File: src/rtl/pcie_fifo_pkg.sv
// pcie_fifo_pkg
//   Shared defaults for the PCIe transaction-layer FIFO and its RAM:
//   data/address widths, almost-full/almost-empty thresholds, and the
//   helper that sizes the occupancy counter.
package pcie_fifo_pkg;

   localparam int DEF_DATA_WIDTH = 12;
   localparam int DEF_ADDR_WIDTH = 3;
   localparam int DEF_AF_THRESH  = 6;
   localparam int DEF_AE_THRESH  = 2;

   // The count must represent 0..DEPTH inclusive, so it needs one bit more
   // than the pointers.
   function automatic int cnt_width(input int addr_width);
      return addr_width + 1;
   endfunction

endpackage

File: src/rtl/fifo_dpram_param.sv
// fifo_dpram_param
//   Single-clock dual-port RAM: one write port, one registered read port.
//   Ports:
//     clk, reset            clock; reset clears only the read register
//     i_wr_en/addr/data     write port
//     i_rd_en/addr          read request, data appears one cycle later
//     o_rd_data             registered read data, held when i_rd_en=0
//   Reading and writing the same address in one cycle returns the old
//   contents (read-before-write), which the FIFO relies on when full.
module fifo_dpram_param
   import pcie_fifo_pkg::*;
#(
   parameter int DATA_WIDTH = DEF_DATA_WIDTH,
   parameter int ADDR_WIDTH = DEF_ADDR_WIDTH
) (
   input  logic                  clk,
   input  logic                  reset,
   input  logic                  i_wr_en,
   input  logic [ADDR_WIDTH-1:0] i_wr_addr,
   input  logic [DATA_WIDTH-1:0] i_wr_data,
   input  logic                  i_rd_en,
   input  logic [ADDR_WIDTH-1:0] i_rd_addr,
   output logic [DATA_WIDTH-1:0] o_rd_data
);

   logic [DATA_WIDTH-1:0] r_mem [0:(1<<ADDR_WIDTH)-1];
   logic [DATA_WIDTH-1:0] r_rd_data;

   // Storage is never cleared; only the output register is.
   always_ff @(posedge clk) begin
      if (i_wr_en) r_mem[i_wr_addr] <= i_wr_data;
   end

   // Non-blocking read of r_mem samples the pre-write value.
   always_ff @(posedge clk) begin
      if (reset)        r_rd_data <= '0;
      else if (i_rd_en) r_rd_data <= r_mem[i_rd_addr];
   end

   assign o_rd_data = r_rd_data;

endmodule

File: src/rtl/pcie_fifo_param.sv
// pcie_fifo_param
//   Parametrised synchronous FIFO for the PCIe transaction-layer queues.
//   Ports:
//     clk, reset            clock, synchronous active-high reset
//     data_in, push, pop    write data and requests
//     data_out, valid_out   registered read data, valid the cycle after a pop
//     full, empty           count == DEPTH / count == 0
//     almost_full/empty     count >= AF_THRESH / count <= AE_THRESH
//     count                 occupancy 0..DEPTH
//     overflow_err          pulse the cycle after a rejected push
//     underflow_err         pulse the cycle after a rejected pop
//   All outputs come from registers (or decodes of them); push/pop never
//   reach an output combinationally.
module pcie_fifo_param
   import pcie_fifo_pkg::*;
#(
   parameter int DATA_WIDTH = DEF_DATA_WIDTH,
   parameter int ADDR_WIDTH = DEF_ADDR_WIDTH,
   parameter int AF_THRESH  = DEF_AF_THRESH,
   parameter int AE_THRESH  = DEF_AE_THRESH
) (
   input  logic                               clk,
   input  logic                               reset,
   input  logic [DATA_WIDTH-1:0]              data_in,
   input  logic                               push,
   input  logic                               pop,
   output logic [DATA_WIDTH-1:0]              data_out,
   output logic                               valid_out,
   output logic                               full,
   output logic                               empty,
   output logic                               almost_full,
   output logic                               almost_empty,
   output logic [cnt_width(ADDR_WIDTH)-1:0]   count,
   output logic                               overflow_err,
   output logic                               underflow_err
);

   localparam int CW    = cnt_width(ADDR_WIDTH);
   localparam int DEPTH = 1 << ADDR_WIDTH;

   logic [ADDR_WIDTH-1:0] r_wr_ptr, r_rd_ptr;
   logic [CW-1:0]         r_count;
   logic                  r_valid, r_ovf, r_unf;
   logic                  w_full, w_empty, w_pop_ok, w_push_ok;

   assign w_full  = (r_count == CW'(DEPTH));
   assign w_empty = (r_count == '0);

   // A pop on an empty FIFO is refused even if a push arrives with it:
   // there is no write-to-read bypass. A push on a full FIFO is fine as
   // long as a pop frees the slot in the same cycle.
   assign w_pop_ok  = pop & ~w_empty;
   assign w_push_ok = push & (~w_full | w_pop_ok);

   fifo_dpram_param #(
      .DATA_WIDTH (DATA_WIDTH),
      .ADDR_WIDTH (ADDR_WIDTH)
   ) u_ram (
      .clk       (clk),
      .reset     (reset),
      .i_wr_en   (w_push_ok & ~reset),
      .i_wr_addr (r_wr_ptr),
      .i_wr_data (data_in),
      .i_rd_en   (w_pop_ok & ~reset),
      .i_rd_addr (r_rd_ptr),
      .o_rd_data (data_out)
   );

   // DEPTH is a power of two, so pointer wrap is plain binary overflow.
   always_ff @(posedge clk) begin
      if (reset) begin
         r_wr_ptr <= '0;
         r_rd_ptr <= '0;
         r_count  <= '0;
         r_valid  <= 1'b0;
         r_ovf    <= 1'b0;
         r_unf    <= 1'b0;
      end else begin
         if (w_push_ok) r_wr_ptr <= r_wr_ptr + ADDR_WIDTH'(1);
         if (w_pop_ok)  r_rd_ptr <= r_rd_ptr + ADDR_WIDTH'(1);
         r_count <= r_count + CW'(w_push_ok) - CW'(w_pop_ok);
         r_valid <= w_pop_ok;
         r_ovf   <= push & ~w_push_ok;
         r_unf   <= pop & ~w_pop_ok;
      end
   end

   assign valid_out     = r_valid;
   assign full          = w_full;
   assign empty         = w_empty;
   assign almost_full   = (r_count >= CW'(AF_THRESH));
   assign almost_empty  = (r_count <= CW'(AE_THRESH));
   assign count         = r_count;
   assign overflow_err  = r_ovf;
   assign underflow_err = r_unf;

endmodule

File: config.mk
export PLATFORM = sky130hd
export DESIGN_NAME = pcie_fifo_param
export DESIGN_NICKNAME = d
export VERILOG_FILES = /design/src/rtl/pcie_fifo_pkg.sv /design/src/rtl/fifo_dpram_param.sv /design/src/rtl/pcie_fifo_param.sv
export SDC_FILE = /design/constraint.sdc
export NUM_CORES = 1
export LEC_CHECK = 0
export CORE_UTILIZATION = 60
export CTS_BUF_LIST = sky130_fd_sc_hd__clkbuf_16
export DETAILED_ROUTE_END_ITERATION = 16
export GPL_TIMING_DRIVEN = 0
export HOLD_SLACK_MARGIN = 0.03
export PLACE_DENSITY = 0.89
export SLEW_MARGIN = 30
export SYNTH_ARGS = -nofsm -noshare
export SYNTH_HDL_FRONTEND = slang
export SYNTH_SLANG_ARGS = --single-unit
File: constraint.sdc
create_clock -name clk -period 3.7 [get_ports clk]
set_input_delay 1.11 -clock clk [delete_from_list [all_inputs] [get_ports clk]]
set_output_delay 1.11 -clock clk [all_outputs]
set_load 0.01 [all_outputs]
==> Flow_metrics.wiki <==
{| class="wikitable"
! Metric !! Value
|-
| Total area of sequential cells || 0.00338 sq mm
|-
| Max FO, Critical Path || 6
|-
| Standard cell with the maximum stage delay on the critical path || clkdlybuf4s50_1
|-
| Most frequent cells after synthesis || edfxtp_1 (96), mux2i_1 (50), dfxtp_1 (25)
|-
| GRT overflow || 0
|-
| Remaining routing DRC violations || 0
|-
| Critical path origin || count[3]$_SDFF_PP0_
|-
| Asr flop ratio synth || 0%
|-
| CTS H-Tree Depth || 4
|-
| Number of detailed-routing iterations run before antenna repair || 5
|-
| Number of antenna violations at the first check in global routing || 0
|-
| Die Y || 91.4 um
|-
| Worst reg2reg setup slack || 1.12 ns
|-
| Share of layout cells above drive strength 1 || 16.7%
|-
| Post-detailed-routing wire length || 10900 um
|-
| Highest clock rate || 302 MHz
|-
| Total global routing track utilization || 27.8%
|-
| DPL Wire Length || 5950 um
|-
| TritonCTS clock tree || done
|-
| Synth area leaders || edfxtp_1 (60%), dfxtp_1 (10%), mux2i_1 (10%), a22oi_1 (3.8%), a32o_1 (2.7%)
|-
| Final cell count without fillers || 467
|-
| Wire length of the first global-routing pass || 16300 um
|-
| Number of buffers inserted by port buffering || 38
|-
| Core region area || 0.00773 sq mm
|-
| Total of cells resized after clock tree synthesis || 0
|-
| Number of enable flip-flop cells after synthesis || 96
|-
| Antenna Violating Nets Remaining || 0
|-
| Synthesized cell area || 0.00479 sq mm
|-
| Top-level I/O count || 39
|-
| Pin count of the biggest net entering global routing || 17
|-
| Post-Place Cell Area || 0.00534 sq mm
|-
| Library cell used as clock root buffer || clkbuf_16
|-
| Critical hold path startpoint || u_ram.o_rd_data[0]$_SDFFE_PP0P_
|-
| Number of fill cells || 397
|-
| Post-placement setup slack || 0.108 ns
|-
| Worst setup SP type || register
|-
| Area leader, netlist || edfxtp_1
|-
| Area of the multi-input gates || 0.00131 sq mm
|-
| Number of cells produced by synthesis || 293
|-
| Maximum clock insertion buffer count || 2
|-
| Vias in the first global route || 2977
|-
| Final count of hold timing violations || 0
|-
| CTS Buf Count || 17
|-
| Layout-stage area growth over the synthesis result || 24.3%
|-
| Total via count after detailed routing || 2908
|-
| Slew headroom || 38.9%
|-
| Inserted Diodes || 0
|-
| Post-route standard cell area excluding fillers || 0.00596 sq mm
|-
| Clock edge transition at the registers on the reported setup and hold paths || 0.06 ns
|-
| Total Nets Final || 378
|-
| Ratio of final minimum period to clock period || 89.6%
|-
| Accumulated negative setup slack || 0 ns
|-
| Power Dens Cells || 764 mW/mm^2
|-
| Die Wd || 91.4 um
|-
| Worst Hold Class || reg -> reg
|-
| Number of setup violations in the final report || 0
|-
| Worst path arrival time || 2.20 ns
|-
| Sequential fraction of the synthesis area || 70.6%
|-
| #FFs+latches synth || 121
|-
| Worst reg2reg path startpoint || count[3]$_SDFF_PP0_
|-
| Last weighted congestion value of the routability-driven placer || 0.785
|-
| Number of design-rule violations left by the first detailed-router iteration || 341
|-
| Setup Buffers After CTS || 0
|-
| Starting density of the core || 62.0%
|-
| Detailed-route wire length per cell || 23.4 um
|-
| Largest stage delay, worst path || 0.52 ns
|-
| Worst clock skew on the final layout || 0.00834 ns
|-
| Type of destination of the critical path || output pin
|-
| Full die area || 0.00835 sq mm
|-
| Most frequent cell after synthesis || edfxtp_1
|-
| Clock latency at the later pin of the worst-skew pair || 0.41 ns
|-
| Unrepaired setup endpoints after global routing || false
|-
| Fin. max-slew vios || 0
|-
| Synth Warn # || 0
|-
| Least setup slack across all paths after layout || 0.386 ns
|-
| Max-cap viol count || 0
|-
| Core Util, Final || 77.1%
|-
| Cells along the critical path || inv_1 > ha_1 > or3b_1 > buf_6 > clkinv_4 > clkdlybuf4s50_1
|-
| Placed insts || 435
|-
| Count of hold buffers inserted by post-cts repair || 0
|-
| Top flip-flop cell by instance count after synthesis || edfxtp_1
|-
| Mapped Nets || 319
|-
| Pleak || 2.04 nW
|-
| Tmin final || 3.31 ns
|-
| Required time reported for the critical path endpoint || 2.59 ns
|-
| Result of the run || finished clean
|-
| Cell row count || 32
|-
| Crit Path Class || reg -> out
|-
| Unique masters post-synth || 35
|-
| Area fraction of the dominant cell type after synthesis || 60.2%
|-
| Worst Tran Pin Value || 0.916 ns
|-
| CTS sink cnt || 121
|-
| Peak ir drop on the vdd network || 0.000453 V
|-
| Avg Synthesized Cell Area || 16.4 sq um
|-
| Average via count per standard cell || 6.23
|}
[through the flow]
stage               hold slack, ns  total power [W]
floorplan                    0.482          0.00241
global placement             0.451          0.00276
detailed placement           0.457          0.00282
CTS                          0.473          0.00454
global route                 0.493          0.00469
finish                       0.468          0.00455
[state kept, by name, summed over array words and instances, names as in the netlist]
| name | count |
|---|---|
| u_ram.r_mem | 96 |
| u_ram.o_rd_data | 12 |
| count | 4 |
| r_rd_ptr | 3 |
| r_wr_ptr | 3 |
| overflow_err | 1 |
| underflow_err | 1 |
| valid_out | 1 |
[worst paths after layout]
kind                                endpoint  cells after the start
max                                    empty                      6
min          u_ram.o_rd_data[0]$_SDFFE_PP0P_                      1
max reg2reg     u_ram.r_mem[7][11]$_DFFE_PP_                      6
min reg2reg  u_ram.o_rd_data[0]$_SDFFE_PP0P_                      1
[power by group]
group / internal [W] / leakage, nW / switching, W
sequential: 0.00159 / 1.07 / 0.0000813
combinational: 0.000565 / 0.674 / 0.000605
clock: 0.00107 / 0.291 / 0.000639
total: 0.00322 / 2.04 / 0.00133
[critical path, delay by kind of cell (launching register included)]
kind,cells,cell delay [ns]
and+or+nand+nor,1,0.40
DFF,1,0.32
buffers and inverters,4,0.87
adders and majority gates,1,0.21
[final cells by class]
| type | instances | area share (%) |
|---|---|---|
| Timing Repair Buffer | 40 | 6.64 |
| Inverter | 6 | 0.462 |
| Clock buffer | 17 | 7.14 |
| Multi-Input combinational cell | 152 | 22.0 |
| Buffer | 14 | 1.66 |
| Clock inverter | 15 | 3.17 |
| Tap cell | 102 | 2.14 |
| Sequential cell | 121 | 56.8 |
[routing by layer]
| layer | global-route usage (%) | up-vias | routed length, um |
|---|---|---|---|
| met5 | 0 | - | 0 |
| met4 | 14.6 | 0 | 303 |
| met3 | 6.62 | 31 | 896 |
| met2 | 44.3 | 188 | 5480 |
| met1 | 35.7 | 1433 | 4230 |
| li1 | - | 1256 | - |
[cells in the final DEF (no fill, tap or decap), types with 2 or more instances in the layout]
master and n:
bufinv_16 3, a21oi_1 2, nor2_2 7, buf_4 5, clkdlybuf4s50_1 38, edfxtp_1 96
mux2i_1 50, nand2b_1 3, clkbuf_1 3, clkinvlp_4 3, buf_2 4, inv_6 5
xor2_1 4, clkinv_4 3, xnor2_1 2, inv_1 5, buf_6 4, nor2_1 10
ha_1 9, nand3_1 2, a32o_1 13, nand2_1 6, nor2b_1 4, a22oi_1 24
or3b_4 2, dfxtp_1 25, clkbuf_16 17
[kinds of logic after synthesis]
kind of cell,Yosys count,share of synthesized area (%)
flops,121,70.6
mux,50,10.4
compound gates,44,7.78
simple gates,42,4.67
buf+inv,20,2.64
fa+ha+maj,10,2.77
xor+xnor,6,1.10
(Power assumes the default switching activity.)
